### config.mk
export PLATFORM = sky130hd
export DESIGN_NAME = dadda_mac_acc
export DESIGN_NICKNAME = d
export VERILOG_FILES = /design/src/rtl/dadda_mac_acc.sv
export SDC_FILE = /design/constraint.sdc
export NUM_CORES = 1
export LEC_CHECK = 0
export ABC_AREA = 0
export CORE_AREA = 2 2 135 137
export CTS_CLUSTER_DIAMETER = 50
export CTS_CLUSTER_SIZE = 30
export DETAILED_ROUTE_END_ITERATION = 16
export DIE_AREA = 0 0 137 139
export GPL_TIMING_DRIVEN = 1
export PLACE_DENSITY = 0.95
export REMOVE_ABC_BUFFERS = 1
export SETUP_SLACK_MARGIN = 0.02
export SLEW_MARGIN = 20
export SYNTH_ARGS = -nofsm -noshare
export SYNTH_HDL_FRONTEND = slang
export SYNTH_SLANG_ARGS = --single-unit
### constraint.sdc
create_clock -name clk -period 10.69 [get_ports clk]
set_clock_uncertainty 0.2 [all_clocks]
set_input_delay 3.207 -clock clk [delete_from_list [all_inputs] [get_ports clk]]
set_output_delay 3.207 -clock clk [all_outputs]
set_load 0.03 [all_outputs]
### src/rtl/dadda_mac_acc.sv
// Group accumulator behind the 32x32 Dadda multiplier: sums 64-bit products until a
// "last" beat, then presents sum / beat count / sticky overflow on a valid/ready port.
//
// state  | meaning
// S_ACC  | taking product beats, in_ready=1
// S_HOLD | finished group presented, out_valid=1, input stalled
module dadda_mac_acc #(
  parameter int ACC_W = 72,
  parameter int CNT_W = 16
) (
  input  logic             clk,
  input  logic             rst,
  input  logic             in_valid,
  output logic             in_ready,
  input  logic [63:0]      in_prod,
  input  logic             in_last,
  output logic             out_valid,
  input  logic             out_ready,
  output logic [ACC_W-1:0] out_acc,
  output logic [CNT_W-1:0] out_count,
  output logic             out_ovf
);

  typedef enum logic {S_ACC = 1'b0, S_HOLD = 1'b1} state_t;

  state_t           state_q, state_d;
  logic [ACC_W-1:0] acc_q;
  logic [CNT_W-1:0] cnt_q;
  logic             ovf_q;
  logic [ACC_W:0]   sum;
  logic [CNT_W-1:0] cnt_inc;
  logic             ovf_new;
  logic             in_take;
  logic             out_take;

  // Handshake flags come from state only, so no input-to-output combinational path.
  assign in_ready  = (state_q == S_ACC);
  assign out_valid = (state_q == S_HOLD);
  assign in_take   = in_valid & in_ready;
  assign out_take  = out_valid & out_ready;

  always_comb begin
    sum     = {1'b0, acc_q} + {{(ACC_W + 1 - 64){1'b0}}, in_prod};
    cnt_inc = (cnt_q == {CNT_W{1'b1}}) ? cnt_q : cnt_q + CNT_W'(1);
    ovf_new = ovf_q | sum[ACC_W];
  end

  always_comb begin
    state_d = state_q;
    case (state_q)
      S_ACC:   if (in_take && in_last) state_d = S_HOLD;
      S_HOLD:  if (out_take) state_d = S_ACC;
      default: state_d = S_ACC;
    endcase
  end

  always_ff @(posedge clk) begin
    if (rst) begin
      state_q   <= S_ACC;
      acc_q     <= '0;
      cnt_q     <= '0;
      ovf_q     <= 1'b0;
      out_acc   <= '0;
      out_count <= '0;
      out_ovf   <= 1'b0;
    end else begin
      state_q <= state_d;
      if (in_take) begin
        if (in_last) begin
          out_acc   <= sum[ACC_W-1:0];
          out_ovf   <= ovf_new;
          out_count <= cnt_inc;
          acc_q     <= '0;
          cnt_q     <= '0;
          ovf_q     <= 1'b0;
        end else begin
          acc_q <= sum[ACC_W-1:0];
          ovf_q <= ovf_new;
          cnt_q <= cnt_inc;
        end
      end
    end
  end

endmodule

* Word-level counts from Yosys, hierarchy flattened
Index checks and enable logic that the tools add are counted.
Storage, ports and cells: register bits after elaboration 179, bits in latches 0, memory bits (writable) 0, bits in read-only memories 0, bits of input ports 69, output and inout bits 91, word-level logic and storage cells 23, memories kept 0
Cells by class: add/sub/neg operators 2, $mul 0, divide/modulo/power cells 0, $lt $le $gt $ge 0, eq/ne operators 1, shift operators 0, multiplexer cells 7, bitwise operators 4, reduce and logical (&&, ||, !) cells 2
Operator list (number):
- 72-bit by 64-bit adder with 73-bit output | 1
- 72-bit two-way mux | 1
- 16-bit two-way mux | 2
- 16-bit by 1-bit adder with 16-bit output, second input constant | 1
- 16-bit equality test, second input constant | 1
- 1-bit two-way mux | 3
- 1-bit bitwise AND | 2
- 1-bit case mux with 2 select lines | 1
- 2-bit AND reduction | 1
- 1-bit logical AND | 1
- 1-bit inverter | 1
- 1-bit OR | 1

* Depth between registers and ports, before layout
depth after elaboration 5, mapped depth 12, depth with buffers taken out 12

* Worst setup path before layout
OpenSTA, ideal clock, no wires.
path kind input-to-reg, start input in_prod[0], end register out_acc[58], setup time 0.117 ns, arrival time 5.787 ns, required time 10.373 ns, path slack 4.586 ns, cell stages on the path 12, path buffers 0, path through ha_1 -> inv_1 -> fa_1 -> and2b_1 -> o211ai_1 -> a2111o_1 -> a311oi_2 -> nor3_2 -> o311a_1 -> o221ai_2 -> xnor2_1 -> a22o_1
Between the ends: cells in the longest elaborated chain, start to end 1
RTL lines:
- start, declared | line 15 | input logic [63:0] in_prod,
- 72-bit by 64-bit adder with 73-bit output | line 43 | sum = {1'b0, acc_q} + {{(ACC_W + 1 - 64){1'b0}}, in_prod};
- end signal, assigned | line 70 | out_acc <= sum[ACC_W-1:0];
- end, declared | line 19 | output logic [ACC_W-1:0] out_acc,
Every way passes these cells. A chain may end at the register's enable or synchronous reset.

* Worst setup path after layout
start input in_prod[0], end register acc_q[68]
Between the ends: cells in the longest elaborated chain, start to end 2
RTL lines:
- 72-bit by 64-bit adder with 73-bit output | line 43
- 72-bit two-way mux | line 69 | if (in_last) begin
- end signal, assigned | line 77 | acc_q <= sum[ACC_W-1:0];
- end, declared | line 27 | logic [ACC_W-1:0] acc_q;
Every way passes these cells.

==> flow_summary_export.csv <==
group,metric,value,unit
critical_path,crit_arrival,6.67,ns
synthesis,mappedNetlistArea,0.0102,mm²
pwr,p_per_area,142,mW/mm²
synthesis,synth_area_per_cell,8.41,µm²
placed_design,place_hpwl,20.6,mm
synthesis,ys_seq_elements,179,
die,die_w,137,µm
clock_tree,cts_buffer_depth,2,
pwr,seq_power_share,40.7,%
final_layout,layout-drive-gt1-share,4.59,%
critical_path,cp_data_required_time,10.86,ns
clock_tree,clock_latency,0.43,ns
clock_tree,cts_max_level,4,
pwr,p_leak,0.00487,µW
final_layout,fillerInstances,1358,
synthesis,ys.flop_type,"dfxtp_1",
route,vias,9826,
timing,slew_violations,0,
timing,fin_crit,6.50,ns
die,pin_count,160,
die,core,0.0177,mm²
die,std_cell_rows,49,
route,drt_wl_total,29.1,mm
clock_tree,path_clk_slew,0.07,ns
route,drc,0,
final_layout,layout.nets,1450,
critical_path,crit_chain,"clkdlybuf4s50_1 > ha_1 > inv_1 > fa_1 > and2b_1 > o211ai_1 > a2111o_1 > a311oi_2 > nor3_2 > o31ai_4 > nand3_1 > or3_1 > o21ai_1",
die,initial_core_util,57.5,%
placed_design,globalplace.congestion,0.905,
global_routing,grt.total_usage,30.4,%
final_layout,area_growth,22.4,%
clock_tree,postCtsSetupBuffers,0,
critical_path,crit_type,"primary input to flip-flop",
run,maxCapViolations,0,
critical_path,end_kind,"flip-flop",
timing,worst_pin_slew,1.01,ns
global_routing,antenna_found_initial,0,
timing,timing.slew.headroom,32.6,%
synthesis,synth.distinct_cells,70,
placed_design,port_buffers,159,
timing,rsz0062_at_grt,"no",
pwr,clock_power_share,36.1,%
critical_path,critPathTopFamily,"compound AO/OA/AOI/OAI gates",
pwr,total_power,1770,µW
synthesis,synth_edf_count,0,
route,final_antenna_net_count,0,
critical_path,crit_path_start_kind,"primary input",
route,firstDrtPassIters,6,
critical_path,max_stage_delay,0.47,ns
route,drtIter0Drc,731,
die,die-area,0.0190,mm²
global_routing,grt_pass1_vias,9557,
pwr,peakVddDrop,127,µV
timing,layout_worst_path_cycle_share,60.9,%
pwr,p_sw,550,µW
final_layout,antennaDiodeCount,0,
timing,finalSetupViolCount,0,
critical_path,crit_fanout,7,
timing,hold_viol_final,0,
global_routing,grt_max_degree,59,
synthesis,ys_warn_count,0,
clock_tree,cts-root-buf,"clkbuf_16",
pwr,sw_frac_of_total,31.1,%
route,wire_per_inst,18.7,µm
clock_tree,postCtsHoldBufs,0,
clock_tree,ctsResizeCount,0,
critical_path,crit_slowest_cell,"a2111o_1",
outcome,status,"finished, final reports clean",
critical_path,path_buf_inv,2,
synthesis,synthCells,1208,
final_layout,final-seq-area,0.00358,mm²
timing,finalSetupTns,0,ns
final_layout,multi_input_area,0.00621,mm²
pwr,combPwrFrac,23.2,%
synthesis,async_flop_share,0,%
synthesis,ys_seq_area_share,35.3,%
timing,fmax,0.154,GHz
clock_tree,numCtsBuffers,17,
global_routing,grt_overflow,0,
pwr,internal_power,1220,µW
clock_tree,clock_sinks,179,
route,via_per_inst,6.31,
die,die_y,139,µm
clock_tree,tritoncts,"done",
global_routing,grt_first_pass_wirelength,47.3,mm
worst_hold_path,hold_class,"flip-flop to flip-flop",
==> final cells by class <==
cell class / count / share of cell area, %
flip-flops and latches: 179 / 28.8
well taps: 229 / 2.31
clock buffers: 19 / 3.57
inverters: 23 / 0.695
multi-input cells: 927 / 50.0
clock inverters: 13 / 1.19
repair buffers: 167 / 13.4
==> power by group through the flow <==
stage | Clock [µW] | Sequential (µW) | Combinational [µW]
finish | 639 | 720 | 410
global route | 673 | 724 | 441
CTS | 645 | 720 | 402
detailed placement | 0 | 734 | 399
global placement | 0 | 733 | 392
floorplan | 0 | 765 | 227
==> per-layer routing <==
layer	wire length (µm)	track usage [%]
met2	14000	50.5
met1	12400	39.1
met3	1890	4.82
met4	832	12.3
met5	0	0
==> Yosys cell counts, types with 3 or more instances <==
master	count	share of area, %
dfxtp_1	179	35
nand2_1	109	4.0
a21oi_1	108	5.3
nor2_1	98	3.6
a22o_1	93	8.0
clkbuf_1	71	2.6
o21ai_0	68	3.4
ha_1	65	8.0
xnor2_1	46	4.0
a22oi_1	37	2.7
xor2_1	34	2.9
nand4_1	28	1.7
o21ai_1	25	1.2
inv_1	23	0.85
a21o_1	22	1.6
nor3_1	16	0.79
nand3_1	15	0.74
a31oi_1	14	0.86
or3_1	14	0.86
o21a_1	11	0.81
o21bai_1	11	0.81
and2_1	10	0.62
and3_1	9	0.55
nor2b_1	8	0.49
o211ai_1	7	0.52
a21boi_1	6	0.44
and4_1	6	0.52
a211oi_1	5	0.37
buf_2	5	0.25
nand2b_1	4	0.25
o22ai_1	4	0.25
o31ai_1	4	0.30
mux2i_1	3	0.30
nor4_1	3	0.18
==> through the flow <==
| step | hold slack (ns) | utilization (%) | area, µm² | std cells | worst slack [ns] |
|---|---|---|---|---|---|
| global placement | 0.236 | 66.9 | 11800 | 1524 | 3.86 |
| detailed placement | 0.240 | 66.9 | 11800 | 1524 | 3.79 |
| floorplan | 0.226 | - | 9840 | 1129 | 2.36 |
| finish | 0.251 | 70.4 | 12400 | 1557 | 4.19 |
| global route | 0.264 | 70.4 | 12400 | 1557 | 4.02 |
| CTS | 0.252 | 70.2 | 12400 | 1556 | 4.21 |
==> tightest hold or removal path, delay by kind of cell (launching register included) <==
kind	cells	cell delay, ns
flops	1	0.31
compound gates	1	0.05
simple gates	1	0.05
==> cell families after synthesis <==
kind of cell | after synthesis | synth area share, %
and+or+nand+nor | 331 | 15.3
DFF | 179 | 35.3
buffers and inverters | 102 | 3.91
xor gates and xnor gates | 80 | 6.90
muxes | 3 | 0.296
adders and majority gates | 66 | 8.21
AOI/OAI and AO/OA | 447 | 30.1
==> sequential cells by signal, indices dropped and copies added, names as in the netlist <==
signal,flops
acc_q,72
cnt_q,16
out_acc,72
out_count,16
out_ovf,1
out_valid,1
ovf_q,1
==> cells in the final DEF (no fill, tap or decap), types with 10 or more instances in the layout <==
cell type / instances
a31oi_1: 14
a21o_1: 22
clkdlybuf4s50_1: 158
inv_1: 23
xor2_1: 34
a22oi_1: 37
nand2_1: 109
nand3_1: 15
clkbuf_16: 17
ha_1: 65
o21bai_1: 11
nor2_1: 94
a21oi_1: 107
and2_1: 10
dfxtp_1: 179
xnor2_1: 46
o21ai_1: 25
nor3_1: 16
a22o_1: 93
nand4_1: 28
o21ai_0: 68
or3_1: 14
o21a_1: 11
==> path summary, 6_finish.rpt <==
kind | startpoint | to | depth (start not counted) | slack (ns)
max reg2reg | acc_q[0]$_SDFFE_PP0P_ | acc_q[68]$_SDFFE_PP0P_ | 12 | 7.09
max | in_prod[0] | acc_q[68]$_SDFFE_PP0P_ | 13 | 4.19
min reg2reg | out_acc[65]$_SDFFE_PP0P_ | out_acc[65]$_SDFFE_PP0P_ | 2 | 0.25
min | out_acc[65]$_SDFFE_PP0P_ | out_acc[65]$_SDFFE_PP0P_ | 2 | 0.25
Power figures use the tool's default switching activity.
